File: src/rtl/mem_arbiter.sv
// Three-requester arbiter (loader, video, CPU) in front of a single-command memory backend.
// Loader has absolute priority; video and CPU alternate when both are waiting.
module mem_arbiter #(
  parameter int AW = 25
) (
  input  logic          clk_sys,
  input  logic          reset_n,
  input  logic          ldr_wr,
  input  logic [AW-1:0] ldr_addr,
  input  logic [7:0]    ldr_data,
  output logic          ldr_busy,
  output logic          ldr_ovf,
  input  logic          cpu_req,
  input  logic          cpu_we,
  input  logic [AW-1:0] cpu_addr,
  input  logic [7:0]    cpu_din,
  output logic [7:0]    cpu_dout,
  output logic          cpu_ack,
  input  logic          vid_req,
  input  logic [AW-1:0] vid_addr,
  output logic [7:0]    vid_dout,
  output logic          vid_ack,
  output logic          mem_req,
  output logic          mem_we,
  output logic [AW-1:0] mem_addr,
  output logic [7:0]    mem_din,
  input  logic [7:0]    mem_dout,
  input  logic          mem_ack
);

  typedef enum logic {S_IDLE, S_BUSY} state_t;
  typedef enum logic [1:0] {G_LDR = 2'd0, G_VID = 2'd1, G_CPU = 2'd2} gnt_t;

  state_t        r_state, w_state_nxt;
  gnt_t          r_gnt, w_gnt_nxt;
  logic          w_load, w_done;
  logic          w_ldr_clr, w_cpu_clr, w_vid_clr;
  logic          w_cmd_we;
  logic [AW-1:0] w_cmd_addr;
  logic [7:0]    w_cmd_din;

  logic          r_ldr_pend, r_ldr_ovf;
  logic [AW-1:0] r_ldr_addr;
  logic [7:0]    r_ldr_data;
  logic          r_cpu_pend, r_cpu_we;
  logic [AW-1:0] r_cpu_addr;
  logic [7:0]    r_cpu_din;
  logic          r_vid_pend;
  logic [AW-1:0] r_vid_addr;
  logic          r_last_vid;

  logic          r_mem_req, r_mem_we;
  logic [AW-1:0] r_mem_addr;
  logic [7:0]    r_mem_din;
  logic          r_cpu_ack, r_vid_ack;
  logic [7:0]    r_cpu_dout, r_vid_dout;

  // Grant selection in IDLE, completion detection in BUSY.
  always_comb begin
    w_state_nxt = r_state;
    w_gnt_nxt   = r_gnt;
    w_load      = 1'b0;
    w_done      = 1'b0;
    case (r_state)
      S_IDLE: begin
        if (r_ldr_pend) begin
          w_load    = 1'b1;
          w_gnt_nxt = G_LDR;
        end else if (r_vid_pend && !(r_last_vid && r_cpu_pend)) begin
          w_load    = 1'b1;
          w_gnt_nxt = G_VID;
        end else if (r_cpu_pend) begin
          w_load    = 1'b1;
          w_gnt_nxt = G_CPU;
        end else begin
          w_load    = 1'b0;
        end
        if (w_load) begin
          w_state_nxt = S_BUSY;
        end else begin
          w_state_nxt = S_IDLE;
        end
      end
      S_BUSY: begin
        if (mem_ack) begin
          w_done      = 1'b1;
          w_state_nxt = S_IDLE;
        end else begin
          w_state_nxt = S_BUSY;
        end
      end
      default: begin
        w_state_nxt = S_IDLE;
      end
    endcase
  end

  // Command mux from the slot being granted.
  always_comb begin
    w_cmd_we   = 1'b0;
    w_cmd_addr = '0;
    w_cmd_din  = 8'h00;
    case (w_gnt_nxt)
      G_LDR: begin
        w_cmd_we   = 1'b1;
        w_cmd_addr = r_ldr_addr;
        w_cmd_din  = r_ldr_data;
      end
      G_VID: begin
        w_cmd_we   = 1'b0;
        w_cmd_addr = r_vid_addr;
        w_cmd_din  = 8'h00;
      end
      G_CPU: begin
        w_cmd_we   = r_cpu_we;
        w_cmd_addr = r_cpu_addr;
        w_cmd_din  = r_cpu_din;
      end
      default: begin
        w_cmd_we   = 1'b0;
      end
    endcase
  end

  assign w_ldr_clr = w_done && (r_gnt == G_LDR);
  assign w_cpu_clr = w_done && (r_gnt == G_CPU);
  assign w_vid_clr = w_done && (r_gnt == G_VID);

  // FSM state and current grant.
  always_ff @(posedge clk_sys or negedge reset_n) begin
    if (!reset_n) begin
      r_state <= S_IDLE;
      r_gnt   <= G_CPU;
    end else begin
      r_state <= w_state_nxt;
      r_gnt   <= w_gnt_nxt;
    end
  end

  // Backend command register: loaded on grant, held until completion.
  always_ff @(posedge clk_sys or negedge reset_n) begin
    if (!reset_n) begin
      r_mem_req  <= 1'b0;
      r_mem_we   <= 1'b0;
      r_mem_addr <= '0;
      r_mem_din  <= 8'h00;
    end else if (w_load) begin
      r_mem_req  <= 1'b1;
      r_mem_we   <= w_cmd_we;
      r_mem_addr <= w_cmd_addr;
      r_mem_din  <= w_cmd_din;
    end else if (w_done) begin
      r_mem_req  <= 1'b0;
    end
  end

  // Video/CPU alternation record; loader grants leave it alone.
  always_ff @(posedge clk_sys or negedge reset_n) begin
    if (!reset_n) begin
      r_last_vid <= 1'b0;
    end else if (w_load && (w_gnt_nxt == G_VID)) begin
      r_last_vid <= 1'b1;
    end else if (w_load && (w_gnt_nxt == G_CPU)) begin
      r_last_vid <= 1'b0;
    end
  end

  // Completion pulses and read-data latches.
  always_ff @(posedge clk_sys or negedge reset_n) begin
    if (!reset_n) begin
      r_cpu_ack  <= 1'b0;
      r_vid_ack  <= 1'b0;
      r_cpu_dout <= 8'h00;
      r_vid_dout <= 8'h00;
    end else begin
      r_cpu_ack <= w_cpu_clr;
      r_vid_ack <= w_vid_clr;
      if (w_cpu_clr && !r_mem_we) r_cpu_dout <= mem_dout;
      if (w_vid_clr) r_vid_dout <= mem_dout;
    end
  end

  // Pending slots: a completing slot can accept a new request on the same edge.
  always_ff @(posedge clk_sys or negedge reset_n) begin
    if (!reset_n) begin
      r_ldr_pend <= 1'b0;
      r_ldr_ovf  <= 1'b0;
      r_ldr_addr <= '0;
      r_ldr_data <= 8'h00;
      r_cpu_pend <= 1'b0;
      r_cpu_we   <= 1'b0;
      r_cpu_addr <= '0;
      r_cpu_din  <= 8'h00;
      r_vid_pend <= 1'b0;
      r_vid_addr <= '0;
    end else begin
      if (ldr_wr && (!r_ldr_pend || w_ldr_clr)) begin
        r_ldr_pend <= 1'b1;
        r_ldr_addr <= ldr_addr;
        r_ldr_data <= ldr_data;
      end else if (ldr_wr) begin
        r_ldr_ovf  <= 1'b1;
      end else if (w_ldr_clr) begin
        r_ldr_pend <= 1'b0;
      end
      if (cpu_req && (!r_cpu_pend || w_cpu_clr)) begin
        r_cpu_pend <= 1'b1;
        r_cpu_we   <= cpu_we;
        r_cpu_addr <= cpu_addr;
        r_cpu_din  <= cpu_din;
      end else if (w_cpu_clr) begin
        r_cpu_pend <= 1'b0;
      end
      if (vid_req && (!r_vid_pend || w_vid_clr)) begin
        r_vid_pend <= 1'b1;
        r_vid_addr <= vid_addr;
      end else if (w_vid_clr) begin
        r_vid_pend <= 1'b0;
      end
    end
  end

  assign ldr_busy = r_ldr_pend;
  assign ldr_ovf  = r_ldr_ovf;
  assign cpu_dout = r_cpu_dout;
  assign cpu_ack  = r_cpu_ack;
  assign vid_dout = r_vid_dout;
  assign vid_ack  = r_vid_ack;
  assign mem_req  = r_mem_req;
  assign mem_we   = r_mem_we;
  assign mem_addr = r_mem_addr;
  assign mem_din  = r_mem_din;

endmodule

File: config.mk
export PLATFORM = sky130hd
export DESIGN_NAME = mem_arbiter
export DESIGN_NICKNAME = d
export VERILOG_FILES = /design/src/rtl/mem_arbiter.sv
export SDC_FILE = /design/constraint.sdc
export NUM_CORES = 1
export LEC_CHECK = 0
export CORE_ASPECT_RATIO = 1.75
export CORE_UTILIZATION = 40
export CTS_BUF_LIST = sky130_fd_sc_hd__clkbuf_2
export DETAILED_ROUTE_END_ITERATION = 10
export DONT_BUFFER_PORTS = 1
export PLACE_DENSITY = 0.56
export SLEW_MARGIN = 5
export SYNTH_ARGS = -nofsm -noshare
export SYNTH_HDL_FRONTEND = slang
export SYNTH_SLANG_ARGS = --single-unit
File: constraint.sdc
create_clock -name clk_sys -period 1.57 [get_ports clk_sys]
set_input_delay 0.3925 -clock clk_sys [delete_from_list [all_inputs] [get_ports clk_sys]]
set_output_delay 0.3925 -clock clk_sys [all_outputs]
set_load 0.05 [all_outputs]
Word-level counts from Yosys, hierarchy flattened. Index checks and enable logic that the tools add are counted. W data, S select, Z words.

Bits in registers: 153. Input port bits: 106. Output and inout port bits: 55. Word-level logic and storage cells: 84.

Equal/unequal tests: 5. Multiplexer cells: 28. Bitwise logic cells: 2. Reductions and logical operators: 28.

Operators with widths (count): $pmux W25 S3 (1); $mux W1 (20); $pmux W8 S2 (1); $logic_and A1 B1 Y1 (11); $reduce_bool A2 Y1 (5); $mux W2 (4); $logic_not A1 Y1 (5); $eq A2 B1 Y1 const B (2); $eq A2 B2 Y1 const B (2); $logic_not A2 Y1 (2); $pmux W1 S2 (2); $reduce_and A2 Y1 (2); $logic_or A1 B1 Y1 (3); $ne A2 B1 Y1 const B (1); $not A1 Y1 (2).

Longest topological paths before layout. Gate-level depths: netlist of the first run.

Depth after elaboration: 10. Gate-level depth with buffers: 7. Depth with buffers taken out: 4.

Worst setup path after synthesis of the first run. OpenSTA, ideal clock, no wires.

Path type: flip-flop to flip-flop. From: register r_ldr_pend, in the netlist ldr_busy. To: register r_mem_addr[0], in the netlist mem_addr[0]. Library setup time: 0.136 ns. Data arrival time: 1.800 ns. Data required time: 1.434 ns. Setup slack: -0.365 ns. Stages on the path, launching flop included: 8. Buffers on the path: 3. Clock period less this slack: 1.935 ns. Cell sequence: dfrtp_1 buf_4 and4bb_2 a21oi_2 and2_1 buf_4 buf_6 o211ai_1.

Cells in the longest elaborated chain, start to end: 4. Elaborated cells on any way between the ends: 9. Classes of those cells: eq/ne (2); mux (6); reduce/logical (1).

RTL lines: start: declaration (RTL line 42) `logic r_ldr_pend, r_ldr_ovf;`; start signal: assignment (RTL line 186) `r_ldr_pend <= 1'b0;`; start signal: assignment (RTL line 198) `r_ldr_pend <= 1'b1;`; start signal: assignment (RTL line 204) `r_ldr_pend <= 1'b0;`; $mux W2 (RTL line 66) `if (r_ldr_pend) begin`; $mux W2 (RTL line 64) `case (r_state)`; $eq A2 B2 Y1 (tied with other cells) (RTL line 103) `case (w_gnt_nxt)`; $pmux W25 S3 (RTL line 103); end signal: assignment (RTL line 150) `r_mem_addr <= w_cmd_addr;`; end: declaration (RTL line 53) `logic [AW-1:0] r_mem_addr;`.

Parallel ways exist; a longest one is shown, timed or not. The select of a mux whose other input is x is not followed. A chain may end at the register's enable or synchronous reset.

Worst setup path after layout of the first run.
From: register r_ldr_pend, in the netlist ldr_busy. To: register r_mem_din[6], in the netlist mem_din[6].

Cells in the longest elaborated chain, start to end: 4. Elaborated cells on any way between the ends: 8. Classes of those cells: eq/ne (1); mux (6); reduce/logical (1).

RTL lines: $mux W2 (RTL line 66); $mux W2 (RTL line 64); $eq A2 B2 Y1 / $logic_not A2 Y1 (equally long branches) (RTL line 103); $pmux W8 S2 (RTL line 103); end signal: assignment (RTL line 151) `r_mem_din <= w_cmd_din;`; end: declaration (RTL line 54) `logic [7:0] r_mem_din;`.

Parallel ways exist; a longest one is shown, timed or not. The select of a mux whose other input is x is not followed.

==> flow_summary.ini, run 1 <==
[power]
totalPowerFinal_w = 0.0160
p_leak_nw = 4.12
power_density_nw_per_um2 = 1670
vdd_drop_max_mv = 1.01

[clock_network]
numCtsBuffers = 17
cts_tree = yes
cts_max_level = 4
clk_latency_ps = 690
cts_hold_buf = 104
clock-sinks = 153
cts_max_path_buffers = 2
cts_root_buf = clkbuf_2
clkSlewWorstSetupHoldPaths_ps = 250

[worst_setup_path]
crit_path_cell_trace = buf_4 -> buf_4 -> nor3b_2 -> buf_4 -> nor3_4 -> buf_12 -> buf_4 -> buf_12 -> nand4_1 -> o211ai_1
worst-path-max-fanout = 8
cpPeakStageDelay_ps = 460
timing.setup.critical_path_class = reg -> reg
cp.required_ps = 2140
critPathLaunchType = register
r2r_cells = 10
crit_top_cell = buf_4
slowest_stage = dfrtp_2
cp.arrival_ps = 2390
endpoint_kind = register
r2r_slack_ps = -250

[logic_synthesis]
yosysSeqAreaShare = 0.598
synth-edff-count = 0
yosys_warnings = 0
ys_types = 39
synth.avg_cell_area_um2 = 13.1
syn_area_um2 = 6400
async_flop_share = 1.00
ys_top_cells_by_count = dfrtp_1 (152), mux2_2 (92), nand2_1 (68)
synth_top_area_cell = dfrtp_1
synth_area_leaders = dfrtp_1 (59%), mux2_2 (16%), nand2_1 (4.0%), o211ai_1 (3.9%), nand4_1 (3.2%)
syn-num-nets = 594
syn_inst = 488
synth_seq_cells = 153
synth_flop_cell = dfrtp_1
yosysMostFrequentCell = dfrtp_1
yosysTopAreaCellShare = 0.594

[sta]
slew_violations = 0
post-route-period-util = 1.16
fin_ws_ps = -249
whs_ps = -636
hold_violations = 153
skew_ps = 35.1
tightest_slew_ps = 412
relSlewSlack = 0.725
fin_crit_ps = 1820
rsz0062_at_grt = true
finalSetupViolCount = 158
fmax_mhz = 550

[place]
place_ws_ps = -82.7
hpwl_um = 10400
gp_congestion = 0.788
placed_cell_area_um2 = 6980
io_buffers = 0
placed_cells = 673

[layout]
fin_nets = 771
seqCellArea_um2 = 3900
stdcell_count = 864
finalCoreUtilization = 0.617
drive_above_1_share = 0.442
design_area_um2 = 9580
fill_cells = 1162
area_growth_pct = 49.7
multi_input_area_um2 = 2640

[drt]
dr.pass1.iters = 8
vias_per_cell = 5.50
wl_um = 19600
ant_nets = 0
drt-wirelength-per-cell_um = 22.6
vias = 4754
first_iter_violations = 295
drc = 18

[global_route]
grt_pass1_vias = 5254
grt_pass1_wl_um = 30500
overflow = 0
antenna_found_initial = 1
grt_use_total = 0.248
grt_max_degree = 154

[die]
fp.dieW_um = 97.6
die_h_um = 169
rows = 60
core_area_um2 = 15500
initial_core_util = 0.412
io_pins = 161
dieArea_um2 = 16500

[run]
drv_cap = 0

[status]
outcome = finished, violations left
violations = design-rule violations, negative hold slack, negative setup slack

[min_path]
hold_class = in -> async
## flip-flops by register name, indices dropped and copies added, names as in the netlist, 8 cells and up
name / flops
r_vid_addr: 25
r_ldr_addr: 25
r_cpu_addr: 25
mem_din: 8
mem_addr: 25
vid_dout: 8
r_ldr_data: 8
r_cpu_din: 8
cpu_dout: 8
## per-layer routing
layer,GRT usage,up-vias,share of wire
met5,0,-,0
met4,0.0942,0,0.026
met3,0.0540,29,0.045
met2,0.458,150,0.56
met1,0.276,2456,0.37
li1,-,2119,-
## stage by stage
step | hold slack [ps] | setup TNS, ps
6_report | -636 | -14190
3_5_place_dp | 101 | -3070
3_3_place_gp | 100 | -2590
5_1_grt | -767 | -29370
2_1_floorplan | 96.9 | -7280
4_1_cts | -764 | -22530
## critical path: cells and delay by family (launching register included)
family / cells / cell delay, ps
buffers and inverters: 6 / 850
AO/OA/AOI/OAI: 1 / 100
AND/OR/NAND/NOR: 3 / 300
flip-flops: 1 / 460
## cell families after synthesis
logic type,count (synthesis),share of synthesized area
buf+inv,42,0.0434
simple gates,121,0.0928
compound gates,71,0.0844
mux,101,0.181
flops,153,0.598
## cell type report
class / count / area share
multi-input cells: 293 / 0.275
clock buffers: 17 / 0.00888
diodes: 1 / 0.000261
flip-flops and latches: 153 / 0.407
inverters: 5 / 0.00222
well taps: 186 / 0.0243
clock inverters: 14 / 0.0178
repair buffers: 195 / 0.265
## path summary, 6_finish.rpt
path | to | start
setup reg to reg | mem_din[6] | ldr_busy
min in group clk_sys | r_ldr_addr[22] | ldr_wr
hold reg to reg | mem_addr[9] | r_cpu_addr[9]
max in group asynchronous | r_vid_pend | reset_n
setup / recovery | mem_din[6] | ldr_busy
hold / removal | mem_addr[20] | reset_n
## power breakdown
part | internal, W | switching [W] | leakage [nW] | total (W)
Clock | 0.000892 | 0.00148 | 0.146 | 0.00238
Sequential | 0.00573 | 0.00332 | 1.78 | 0.00905
Combinational | 0.00298 | 0.00157 | 2.20 | 0.00455
## what timing repair did
action	in CTS	in global routing
buffers inserted	34	9
pin swaps	38	18
gates cloned	20	1
hold endpoints to repair	268	153
endpoints found under the setup margin	164	197
resized for setup	134	29
## cell usage in the layout (no fill, tap or decap), types with 3 or more instances in the layout
cell,count
bufinv_16,3
clkbuf_2,17
dfrtp_2,56
inv_6,5
dfrtp_1,96
o211ai_1,33
nand4_1,33
dlygate4sd3_1,104
inv_1,4
a22oi_1,24
nand2_1,67
buf_6,14
mux2_2,31
buf_4,26
buf_16,16
buf_12,33
a21oi_1,3
mux2_4,69
nor2_4,3
clkinvlp_4,3
Power figures use the tool's default switching activity.
==> run 2, diff against run 1 <==
--- a/config.mk
+++ b/config.mk
@@ -6,6 +6,7 @@
 export NUM_CORES = 1
 export LEC_CHECK = 0
 export CORE_ASPECT_RATIO = 1.75
+export CORE_MARGIN = 4
 export CORE_UTILIZATION = 40
 export CTS_BUF_LIST = sky130_fd_sc_hd__clkbuf_2
 export DETAILED_ROUTE_END_ITERATION = 10
==> flow_summary.ini, run 2 (synthesis results as in run 1) <==
[global_route]
grt_max_degree = 154
overflow = 0
grt_use_total = 0.206
grt_pass1_wl_um = 28800
grt_pass1_vias = 5048
antenna_found_initial = 1

[sta]
tightest_slew_ps = 398
post-route-period-util = 1.09
fmax_mhz = 582
skew_ps = 44.5
whs_ps = -632
finalSetupViolCount = 174
relSlewSlack = 0.735
rsz0062_at_grt = true
finalSetupTns_ps = -11790
hold_violations = 153
fin_crit_ps = 1720
fin_ws_ps = -148
slew_violations = 0

[power]
power.switching_w = 0.00626
swShare = 0.418
power_density_nw_per_um2 = 1700
pwr-share-comb = 0.261
vdd_drop_max_mv = 0.914
p_leak_nw = 3.74
p_int_w = 0.00871
power.share.sequential = 0.605
p_clk_frac = 0.134

[die]
io_pins = 161
fp.dieW_um = 104
rows = 60
core_area_um2 = 15500
dieArea_um2 = 18200
initial_core_util = 0.412
die_h_um = 175

[worst_setup_path]
r2r_start = r_gnt[1]
cp.required_ps = 2120
endpoint_kind = register
r2r-end = r_vid_addr[3]
startpoint = r_gnt[1]
r2r_slack_ps = -150
cp.arrival_ps = 2270
worst-path-max-fanout = 7
critPathLaunchType = register
timing.setup.critical_path_class = reg -> reg
crit_end = r_vid_addr[3]
r2r_cells = 6

[place]
gp_congestion = 0.769
hpwl_um = 10900
io_buffers = 0
placed_cell_area_um2 = 6940

[layout]
drive_above_1_share = 0.403
finalCoreUtilization = 0.565
layout_common_cells = dlygate4sd3_1 (104), dfrtp_1 (97), nand2_1 (68), mux2_4 (66), dfrtp_2 (55)
final_common_cell = dlygate4sd3_1
design_area_um2 = 8790
area_growth_pct = 37.3
fin_nets = 736

[clock_network]
cts_max_level = 4
cts_tree = yes
clock-sinks = 153
cts_max_path_buffers = 2
cts_hold_buf = 104
clkSlewWorstSetupHoldPaths_ps = 240
numCtsBuffers = 17
clk_latency_ps = 690
cts_root_buf = clkbuf_2

[drt]
wl_um = 18400
dr.pass1.iters = 5
vias_per_cell = 5.47
first_iter_violations = 254
drc = 0
vias = 4544
drt-wirelength-per-cell_um = 22.2
ant_nets = 0

[run]
drv_cap = 0

[status]
violations = negative hold slack, negative setup slack
outcome = finished, violations left

[min_path]
hold_class = in -> async
==> run 2: cell types whose count changed in the layout (fill, tap and decap cells not counted), moves of 2 or more <==
cell,before,now
mux2_2,31,34
bufinv_16,3,0
mux2_4,69,66
nor2_1,2,4
buf_12,33,22
nor2_4,3,1
buf_4,26,22
buf_6,14,6
buf_16,16,3
==> run 2: power by group through the flow <==
stage | logic [W] | clock network (W) | registers [W]
global route | 0.00422 | 0.00227 | 0.00924
global placement | 0.00292 | 0 | 0.00892
finish | 0.00391 | 0.00200 | 0.00905
detailed placement | 0.00304 | 0 | 0.00897
floorplan | 0.00243 | 0 | 0.00859
CTS | 0.00394 | 0.00209 | 0.00903
==> run 2: worst min-delay path by stage <==
stage | to | slack (ps) | depth (start not counted)
3_5_place_dp | vid_ack | 100 | 0
4_1_cts | mem_addr[11] | -740 | 0
6_report | vid_ack | -630 | 0
3_3_place_gp | vid_ack | 100 | 0
2_1_floorplan | cpu_ack | 100 | 0
5_1_grt | vid_ack | -790 | 0
==> run 2: layer usage <==
layer	global-route usage	routed length (um)	vias to the layer above
met4	0.0865	469	0
li1	-	-	2055
met2	0.373	10100	150
met1	0.233	7070	2312
met3	0.0471	786	27
met5	0	0	-
==> run 2: worst max-delay path: stages (launching register included) <==
cell and delay, ps:
dfstp_2 430, buf_6 110, nand4b_1 240, a21boi_4 260, buf_12 150, buf_12 130
mux2_4 300
==> run 2: layout make-up <==
| cell class | count | area, um^2 |
|---|---|---|
| multi-input cells | 293 | 2580 |
| well taps | 186 | 233 |
| diodes | 1 | 2.50 |
| fillers | 1289 | 6750 |
| clock inverters | 14 | 113 |
| repair buffers | 160 | 1850 |
| clock buffers | 18 | 90.1 |
| inverters | 5 | 21.3 |
| flip-flops and latches | 153 | 3900 |
==> run 2: what timing repair did <==
item	4_1_cts	5_1_grt
resized for setup	115	12
buffers inserted	18	4
gates cloned	9	1
pin swaps	23	5
endpoints found under the hold margin	268	153
endpoints found under the setup margin	174	195
==> run 2: through the flow <==
step	std cells	worst slack, ps	power [W]
floorplan	488	-143	0.0110
global placement	671	-84.9	0.0118
detailed placement	671	-107	0.0120
CTS	833	-209	0.0151
global route	830	-259	0.0157
finish	830	-148	0.0150
==> RTL edit, RTL diff (config.mk and constraints of run 1) <==
Set the parameter `AW` to 50 (it was 25).
--- a/src/rtl/mem_arbiter.sv
+++ b/src/rtl/mem_arbiter.sv
@@ -1,7 +1,7 @@
 // Three-requester arbiter (loader, video, CPU) in front of a single-command memory backend.
 // Loader has absolute priority; video and CPU alternate when both are waiting.
 module mem_arbiter #(
-  parameter int AW = 25
+  parameter int AW = 50
 ) (
   input  logic          clk_sys,
   input  logic          reset_n,
Interface: changed (resized cpu_addr, ldr_addr, mem_addr and vid_addr); port bits go from 161 to 261. No check against the original RTL was run, so the function may have changed too.
==> RTL edit against run 1 <==
The run still ends with design-rule violations, negative hold slack, negative setup slack left; sequential share of layout area shrank 0.19 points; fmax fell by 9.6%; sequential power up 66%; critical path depth is 8 lower; sequential cell count increased by 100; power increased by 70%; wire length increased by 88%; area after synthesis is 66% higher; final area increased by 66%; synthesized cell count increased by 62%; global-route usage increased by 2.5 points; non-clock buffer count up 119; setup slack lost 0.19 ns; critical endpoint is now ldr_busy; largest power group unchanged.
==> RTL edit: results <==
[clock_network]
cts.path.max_buffers = 3
cts_made_buffers = 59
insertion_delay_ns = 0.93
htree_num_levels = 2

[synthesis]
synth_nets = 973
synth_area_leaders = dfrtp_1, mux2_2, mux2_4
synthDistinctLibCells = 42
ys_seq_area_share_pct = 59.71
ys_top_cells_by_count = dfrtp_1, mux2_2, nand2_1

[setup_path]
cp_max_fo = 2
cpPeakStageDelay_ns = 0.43
cp_top_family = flip-flops
reg2reg_slack_ns = -0.35
arrival_ns = 1.62

[detailed_routing]
drc = 30
viasPerCell = 5.686
routed_wl_mm = 36.80

[cells_and_area]
drive_gt1_share_pct = 45.26
nFillCells = 1959
final_nets = 1282

[outcome]
violations = design-rule violations, negative hold slack, negative setup slack
status = finished with violations

[sta]
setup_slack_ns = -0.4418
tightest_slew_ns = 0.6078
setup_viol = 316
hold_violations = 253
fin_hold_ws_ns = -0.8355

[pwr]
peakVddDrop_uv = 1056
p_leak_nw = 6.954

[global_routing]
grt_pass1_wl_mm = 55.53
grt_util_all_layers_pct = 27.32
grt_antenna_before_repair = 3
grt_start_max_net_pins = 254

[place]
gp_congestion = 0.7965
dpl-instance-area_mm2 = 0.01151
dpl.hpwl_mm = 18.76
[RTL edit: area by class of cell]
class / instances / share of cell area (%)
Clock buffer: 86 / 2.711
Antenna cell: 3 / 0.04729
Timing Repair Buffer: 314 / 25.59
Inverter: 5 / 0.1498
Tap cell: 320 / 2.522
Sequential cell: 253 / 40.51
Multi-Input combinational cell: 468 / 27.95
Clock inverter: 14 / 0.5123
[RTL edit: what timing repair did]
action	CTS	global route
pin swaps	58	56
hold endpoints to repair	443	253
endpoints found under the setup margin	313	324
resized for setup	248	44
gates cloned	36	3
buffers inserted	54	16
[RTL edit: per-layer routing]
metal	wire length, um	vias up	GRT usage (%)	part of all wire [%]
li1	-	3566	-	-
met1	13220	4256	28.59	36
met2	19760	382	49.61	54
met3	2278	115	6.809	6.2
met4	1546	0	15.41	4.2
met5	0	-	0	0
[RTL edit: stage by stage]
stage / instances / hold WS, ns / TNS (ns) / setup slack (ns) / utilization (%)
detailed placement: 1094 / 0.1052 / -18.34 / -0.1529 / 44.36
CTS: 1459 / -0.9496 / -76.87 / -0.5408 / 61.16
floorplan: 792 / 0.09691 / -13.74 / -0.2220 / -
global route: 1463 / -0.9165 / -96.99 / -0.5511 / 61.15
global placement: 1094 / 0.1047 / -10.46 / -0.1573 / 44.36
finish: 1463 / -0.8355 / -74.68 / -0.4418 / 61.15
[RTL edit: power breakdown]
group          internal (mW)  leakage (nW)  total, mW  switching (mW)
Clock                   1.61         0.399       4.29            2.68
Combinational           5.03          3.61       7.77            2.74
Sequential              9.57          2.95       15.0            5.45
Total                   16.2          6.95       27.1            10.9
[RTL edit: logic make-up (layout without fill, tap and decap cells)]
kind of cell	after synthesis	after routing	synth area share, %
other	0	3	0
and+or+nand+nor	171	171	8.094
muxes	176	176	19.74
AOI/OAI and AO/OA	121	121	8.837
buffers and inverters	71	419	3.622
DFF	253	253	59.71
[RTL edit: path summary, 6_finish.rpt]
check                                from        endpoint  depth (start not counted)
setup / recovery                 ldr_busy        ldr_busy                          2
hold / removal                    reset_n         mem_req                          0
setup reg to reg                  r_state  r_ldr_addr[47]                          8
hold reg to reg            r_ldr_addr[11]  r_ldr_addr[11]                          1
max in group asynchronous         reset_n    mem_addr[17]                          0
min in group clk_sys              vid_req      r_vid_pend                          2
